==> src/rtl/dmem_arb_pkg.sv <==
// Shared encodings and default widths for the data-memory port arbiter.
package dmem_arb_pkg;

  localparam logic [1:0] ARB      = 2'd0;
  localparam logic [1:0] LOCKED   = 2'd1;
  localparam logic [1:0] COOLDOWN = 2'd2;

  localparam logic OWN_C = 1'b0;
  localparam logic OWN_D = 1'b1;

  localparam int DEF_ADDR_W = 6;
  localparam int DEF_DATA_W = 16;

endpackage

==> src/rtl/dmem_rd_pipe.sv <==
// Per-port read-return register: captures memory read data on a granted read
// and raises a one-cycle valid; data holds until the next granted read.
module dmem_rd_pipe #(
  parameter int DATA_W = 16
) (
  input  logic              clk,
  input  logic              rst_n,
  input  logic              capture,
  input  logic [DATA_W-1:0] rdata_in,
  output logic              rvalid,
  output logic [DATA_W-1:0] rdata
);

  logic              vld_p1;
  logic [DATA_W-1:0] rdata_p1;

  // Stage p1: registered read return
  always_ff @(posedge clk) begin
    if (!rst_n) begin
      vld_p1   <= 1'b0;
      rdata_p1 <= '0;
    end else begin
      vld_p1 <= capture;
      if (capture) rdata_p1 <= rdata_in;
    end
  end

  assign rvalid = vld_p1;
  assign rdata  = rdata_p1;

endmodule

==> src/rtl/dmem_port_arbiter.sv <==
// Two-port arbiter (CPU port C, debug/loader port D) for a single-port data memory.
// Optional wait-cycle statistics are enabled with the DMEM_ARB_STATS_EN macro.
module dmem_port_arbiter
  import dmem_arb_pkg::*;
#(
  parameter int ADDR_W   = DEF_ADDR_W,
  parameter int DATA_W   = DEF_DATA_W,
  parameter int MAX_LOCK = 8
) (
  input  logic              clk,
  input  logic              rst_n,
`ifdef DMEM_ARB_STATS_EN
  input  logic              stats_clr,
  output logic [15:0]       c_wait_cnt,
  output logic [15:0]       d_wait_cnt,
`endif
  input  logic              c_req,
  input  logic              c_we,
  input  logic [ADDR_W-1:0] c_addr,
  input  logic [DATA_W-1:0] c_wdata,
  output logic              c_gnt,
  output logic              c_stall,
  output logic              c_rvalid,
  output logic [DATA_W-1:0] c_rdata,
  input  logic              d_req,
  input  logic              d_lock,
  input  logic              d_we,
  input  logic [ADDR_W-1:0] d_addr,
  input  logic [DATA_W-1:0] d_wdata,
  output logic              d_gnt,
  output logic              d_rvalid,
  output logic [DATA_W-1:0] d_rdata,
  output logic              m_we,
  output logic [ADDR_W-1:0] m_addr,
  output logic [DATA_W-1:0] m_wdata,
  input  logic [DATA_W-1:0] m_rdata
);

  localparam logic [7:0] LOCK_LAST = 8'(MAX_LOCK - 1);

  logic [1:0] state, state_nxt;
  logic       last_owner, owner_nxt;
  logic [7:0] lock_cnt, lock_cnt_nxt;

  always_ff @(posedge clk) begin
    if (!rst_n) begin
      state      <= ARB;
      last_owner <= OWN_D;
      lock_cnt   <= '0;
    end else begin
      state      <= state_nxt;
      last_owner <= owner_nxt;
      lock_cnt   <= lock_cnt_nxt;
    end
  end

  // lock_cnt only advances while C is actually being held off by a locked D.
  always_comb begin
    state_nxt    = state;
    lock_cnt_nxt = lock_cnt;
    case (state)
      ARB: begin
        lock_cnt_nxt = '0;
        if (d_gnt && d_lock) state_nxt = LOCKED;
      end
      LOCKED: begin
        if (!d_lock || !d_req) begin
          state_nxt    = ARB;
          lock_cnt_nxt = '0;
        end else if (c_req && d_gnt) begin
          if (lock_cnt == LOCK_LAST) state_nxt = COOLDOWN;
          else                       lock_cnt_nxt = lock_cnt + 8'd1;
        end else begin
          lock_cnt_nxt = '0;
        end
      end
      COOLDOWN: begin
        state_nxt    = ARB;
        lock_cnt_nxt = '0;
      end
      default: begin
        state_nxt    = ARB;
        lock_cnt_nxt = '0;
      end
    endcase
  end

  always_comb begin
    c_gnt = 1'b0;
    d_gnt = 1'b0;
    if (rst_n) begin
      case (state)
        LOCKED: begin
          if (d_req)      d_gnt = 1'b1;
          else if (c_req) c_gnt = 1'b1;
        end
        COOLDOWN: begin
          if (c_req)      c_gnt = 1'b1;
          else if (d_req) d_gnt = 1'b1;
        end
        default: begin
          if (c_req && d_req) begin
            if (last_owner == OWN_D) c_gnt = 1'b1;
            else                     d_gnt = 1'b1;
          end else if (c_req) begin
            c_gnt = 1'b1;
          end else if (d_req) begin
            d_gnt = 1'b1;
          end
        end
      endcase
    end
  end

  assign owner_nxt = d_gnt ? OWN_D : (c_gnt ? OWN_C : last_owner);
  assign c_stall   = c_req & ~c_gnt;

  // With no grant the memory sees port C's address/data but never a write.
  assign m_we    = (c_gnt & c_we) | (d_gnt & d_we);
  assign m_addr  = d_gnt ? d_addr  : c_addr;
  assign m_wdata = d_gnt ? d_wdata : c_wdata;

  dmem_rd_pipe #(.DATA_W(DATA_W)) u_c_rd (
    .clk      (clk),
    .rst_n    (rst_n),
    .capture  (c_gnt & ~c_we),
    .rdata_in (m_rdata),
    .rvalid   (c_rvalid),
    .rdata    (c_rdata)
  );

  dmem_rd_pipe #(.DATA_W(DATA_W)) u_d_rd (
    .clk      (clk),
    .rst_n    (rst_n),
    .capture  (d_gnt & ~d_we),
    .rdata_in (m_rdata),
    .rvalid   (d_rvalid),
    .rdata    (d_rdata)
  );

`ifdef DMEM_ARB_STATS_EN
  function automatic logic [15:0] sat_inc(input logic [15:0] v);
    return (v == 16'hFFFF) ? v : v + 16'd1;
  endfunction

  always_ff @(posedge clk) begin
    if (!rst_n || stats_clr) begin
      c_wait_cnt <= '0;
      d_wait_cnt <= '0;
    end else begin
      if (c_req && !c_gnt) c_wait_cnt <= sat_inc(c_wait_cnt);
      if (d_req && !d_gnt) d_wait_cnt <= sat_inc(d_wait_cnt);
    end
  end
`endif

endmodule

==> config.mk <==
export PLATFORM = sky130hd
export DESIGN_NAME = dmem_port_arbiter
export DESIGN_NICKNAME = d
export VERILOG_FILES = /design/src/rtl/dmem_arb_pkg.sv /design/src/rtl/dmem_rd_pipe.sv /design/src/rtl/dmem_port_arbiter.sv
export SDC_FILE = /design/constraint.sdc
export NUM_CORES = 1
export LEC_CHECK = 0
export CAP_MARGIN = 10
export CORE_MARGIN = 5
export CORE_UTILIZATION = 38
export CTS_CLUSTER_SIZE = 30
export DETAILED_ROUTE_END_ITERATION = 8
export GPL_ROUTABILITY_DRIVEN = 0
export PLACE_DENSITY = 0.8
export REMOVE_ABC_BUFFERS = 1
export SYNTH_ARGS = -nofsm -noshare
export SYNTH_HDL_FRONTEND = slang
export SYNTH_HIERARCHICAL = 1
export SYNTH_SLANG_ARGS = --single-unit
==> constraint.sdc <==
create_clock -name clk -period 2.21 [get_ports clk]
set_input_delay 0.3315 -clock clk [delete_from_list [all_inputs] [get_ports clk]]
set_output_delay 0.3315 -clock clk [all_outputs]
set_load 0.05 [all_outputs]
==> impl_metrics.ini <==
[cts]
cts_tree = done
clk_pin_slew_ps = 80
h-tree-depth = 2
insertion_delay_ps = 290
hold_buffers = 0
clock-sinks = 45
clock_path_buffers = 2
clock-root-buffer = clkbuf_8
numCtsBuffers = 5

[route]
dr_wl_met2_um = 4180
drc = 0
routed.top_layer = met4
drtIter0Drc = 77
viasPerCell = 4.85
wl_met3_um = 620
drt-wirelength-per-cell_um = 17.0
via_count = 2310
wirelength_um = 8100
drt-met1-wl_um = 3140
antenna_left = 0
first_pass_iters = 4

[place]
dpl-instance-area_um2 = 3890
dp_hpwl_um = 5900
port_buffers = 126
dp_cells = 461

[final_layout]
finish.utilization_pct = 73.9
final_cells = 476
multi_input_area_um2 = 1430
layout-drive-gt1-share_pct = 27.9
design_area_um2 = 4300
syn2layout_area_growth_pct = 91.8
n_antenna_cell = 0
final_nets = 472
layout.area.seq_um2 = 908
nFillCells = 387

[timing]
final.setup_skew_ps = 4.73
rsz0062_at_grt = true
hold_violations = 0
period_share_pct = 104
finalMaxSlewViolations = 0
min_period_ps = 2290
fin_ws_ps = -78.5
setup_viol = 25
relSlewSlack_pct = 63.8
fmax_ghz = 0.437
worstMarginPinSlew_ps = 541

[logic_synthesis]
yosysSeqAreaShare_pct = 40.2
synth.avg_cell_area_um2 = 8.71
ys.flop_type = dfxtp_1
yosys.area.top_type_share_pct = 40.2
ys_types = 33
synth_common_cells = 74 x nand2_1, 45 x dfxtp_1, 36 x nor2b_1
synth_edf_count = 0
yosysTopAreaCell = dfxtp_1
async_flop_share_pct = 0
synthTopCellsByArea = dfxtp_1 40%, mux2i_1 15%, nand2_1 12%, nor2b_1 10%, ha_1 2.8%
netlist_area_um2 = 2240
yosys_warnings = 6
yosysMostFrequentCell = nand2_1
yosys_register_bits = 45
synthCells = 257

[power]
powerDensity_nw_per_um2 = 541
power.leakage_nw = 1.72
peakVddDrop_v = 0.000481

[die]
die_w_um = 86.8
coreArea_um2 = 5820
start_util_pct = 38.5
die_area_um2 = 7530
die_y_um = 86.8
row_count = 28
io_pins = 127

[global_route]
grt_start_max_net_pins = 33
overflow = 0
grt_pass1_vias = 2438
grt_first_pass_wirelength_um = 12200
antenna_found_initial = 0
track_usage_pct = 20.6

[worst_setup_path]
crit_type = flop to output pin
path_delay_family = compound AO/OA/AOI/OAI gates
cp.arrival_ps = 1960
max_stage_delay_ps = 380
cp-end-kind = output pin
crit_buf_inv = 3
path_cells = inv_4, ha_4, inv_1, a211oi_2, nor2b_1, o211a_1, a22o_4, buf_12
cp_slowest_cell = dfxtp_4
critPathMaxFanout = 5
start_kind = flop
worst_ep_required_time_ps = 1880

[status]
violations = negative setup slack
status = finished, violations left

[flow_run]
maxCapViolCount = 0

[worst_hold_path]
hold_path_class = flop to flop
## layout make-up
| type | count | area share [%] |
|---|---|---|
| clock buffer | 6 | 1.92 |
| multi-input combinational | 195 | 33.2 |
| tap | 75 | 2.18 |
| timing repair buffer | 146 | 39.8 |
| clock inverter | 2 | 0.874 |
| inverter | 7 | 0.786 |
| sequential | 45 | 21.1 |
## repair_timing
item                       4_1_cts  5_1_grt
gates cloned                     1        0
setup buffers                    5        1
pin swaps                       21       19
gates resized for setup         51       19
setup endpoints to repair       27       26
## placed cells by master, fill, tap and decap left out, types with 2 or more instances in the layout
cell type	netlist	final
clkdlybuf4s50_1	0	100
dfxtp_1	45	43
nand2_1	74	35
nor2b_1	36	34
mux2i_1	34	34
nand2_2	0	31
buf_12	2	28
buf_4	0	15
nand3_1	9	9
nand2_4	0	8
nor2_1	8	7
clkbuf_8	0	6
xor2_1	5	5
inv_1	6	4
inv_4	0	3
and3_1	3	3
o211a_1	2	2
nor2b_2	0	2
xnor2_1	2	2
ha_4	0	2
ha_1	5	2
buf_6	2	2
dfxtp_4	0	2
and2_2	2	2
## report_power, final
| group | internal [mW] | leakage (nW) | switching (mW) |
|---|---|---|---|
| Sequential | 0.831 | 0.366 | 0.0136 |
| Combinational | 0.408 | 1.29 | 0.429 |
| Clock | 0.367 | 0.0574 | 0.274 |
## routing by layer
| layer | vias up | global-route usage, % |
|---|---|---|
| met5 | - | 0 |
| met4 | 0 | 8.50 |
| met3 | 10 | 4.56 |
| met2 | 105 | 38.7 |
| met1 | 1072 | 21.9 |
| li1 | 1123 | - |
## tightest hold or removal path: stages (launching register included)
cell     delay [ps]
dfxtp_1         330
mux2i_1          60
nor2b_1          90
## final timing paths
kind,cells past startpoint,end,from,slack [ps]
setup / recovery,8,m_we,state[1]$_SDFFE_PN0P_,-80
hold / removal,2,u_c_rd/rdata[6]$_SDFFE_PN0P_,u_c_rd/rdata[6]$_SDFFE_PN0P_,520
setup reg to reg,10,u_c_rd/rdata[1]$_SDFFE_PN0P_,state[0]$_SDFFE_PN0P_,140
hold reg to reg,2,u_c_rd/rdata[6]$_SDFFE_PN0P_,u_c_rd/rdata[6]$_SDFFE_PN0P_,520
## logic make-up after synthesis
family | count (synthesis) | synth area share, %
XOR/XNOR | 7 | 2.74
flip-flops | 45 | 40.2
adder cells (fa/ha/maj) | 5 | 2.79
AND/OR/NAND/NOR | 137 | 28.9
multiplexers | 34 | 15.2
AO/OA/AOI/OAI | 12 | 4.92
buffers and inverters | 17 | 5.20
## sequential cells by signal, indices dropped and copies added (netlist names)
signal         count
u_c_rd/rdata      16
u_d_rd/rdata      16
lock_cnt           8
state              2
last_owner         1
u_c_rd/rvalid      1
u_d_rd/rvalid      1
## per-stage QoR
step	worst slack [ps]	power [mW]	hold slack (ps)	setup TNS, ps
after CTS	-42.9	2.32	523	-457
after global routing	-171	2.41	546	-3760
after floorplan	-827	1.21	410	-36290
after detailed placement	-13.2	1.63	492	-13.2
final	-78.5	2.32	518	-1160
after global placement	72.4	1.62	473	0
No activity file was read; power rests on OpenSTA's default activity.
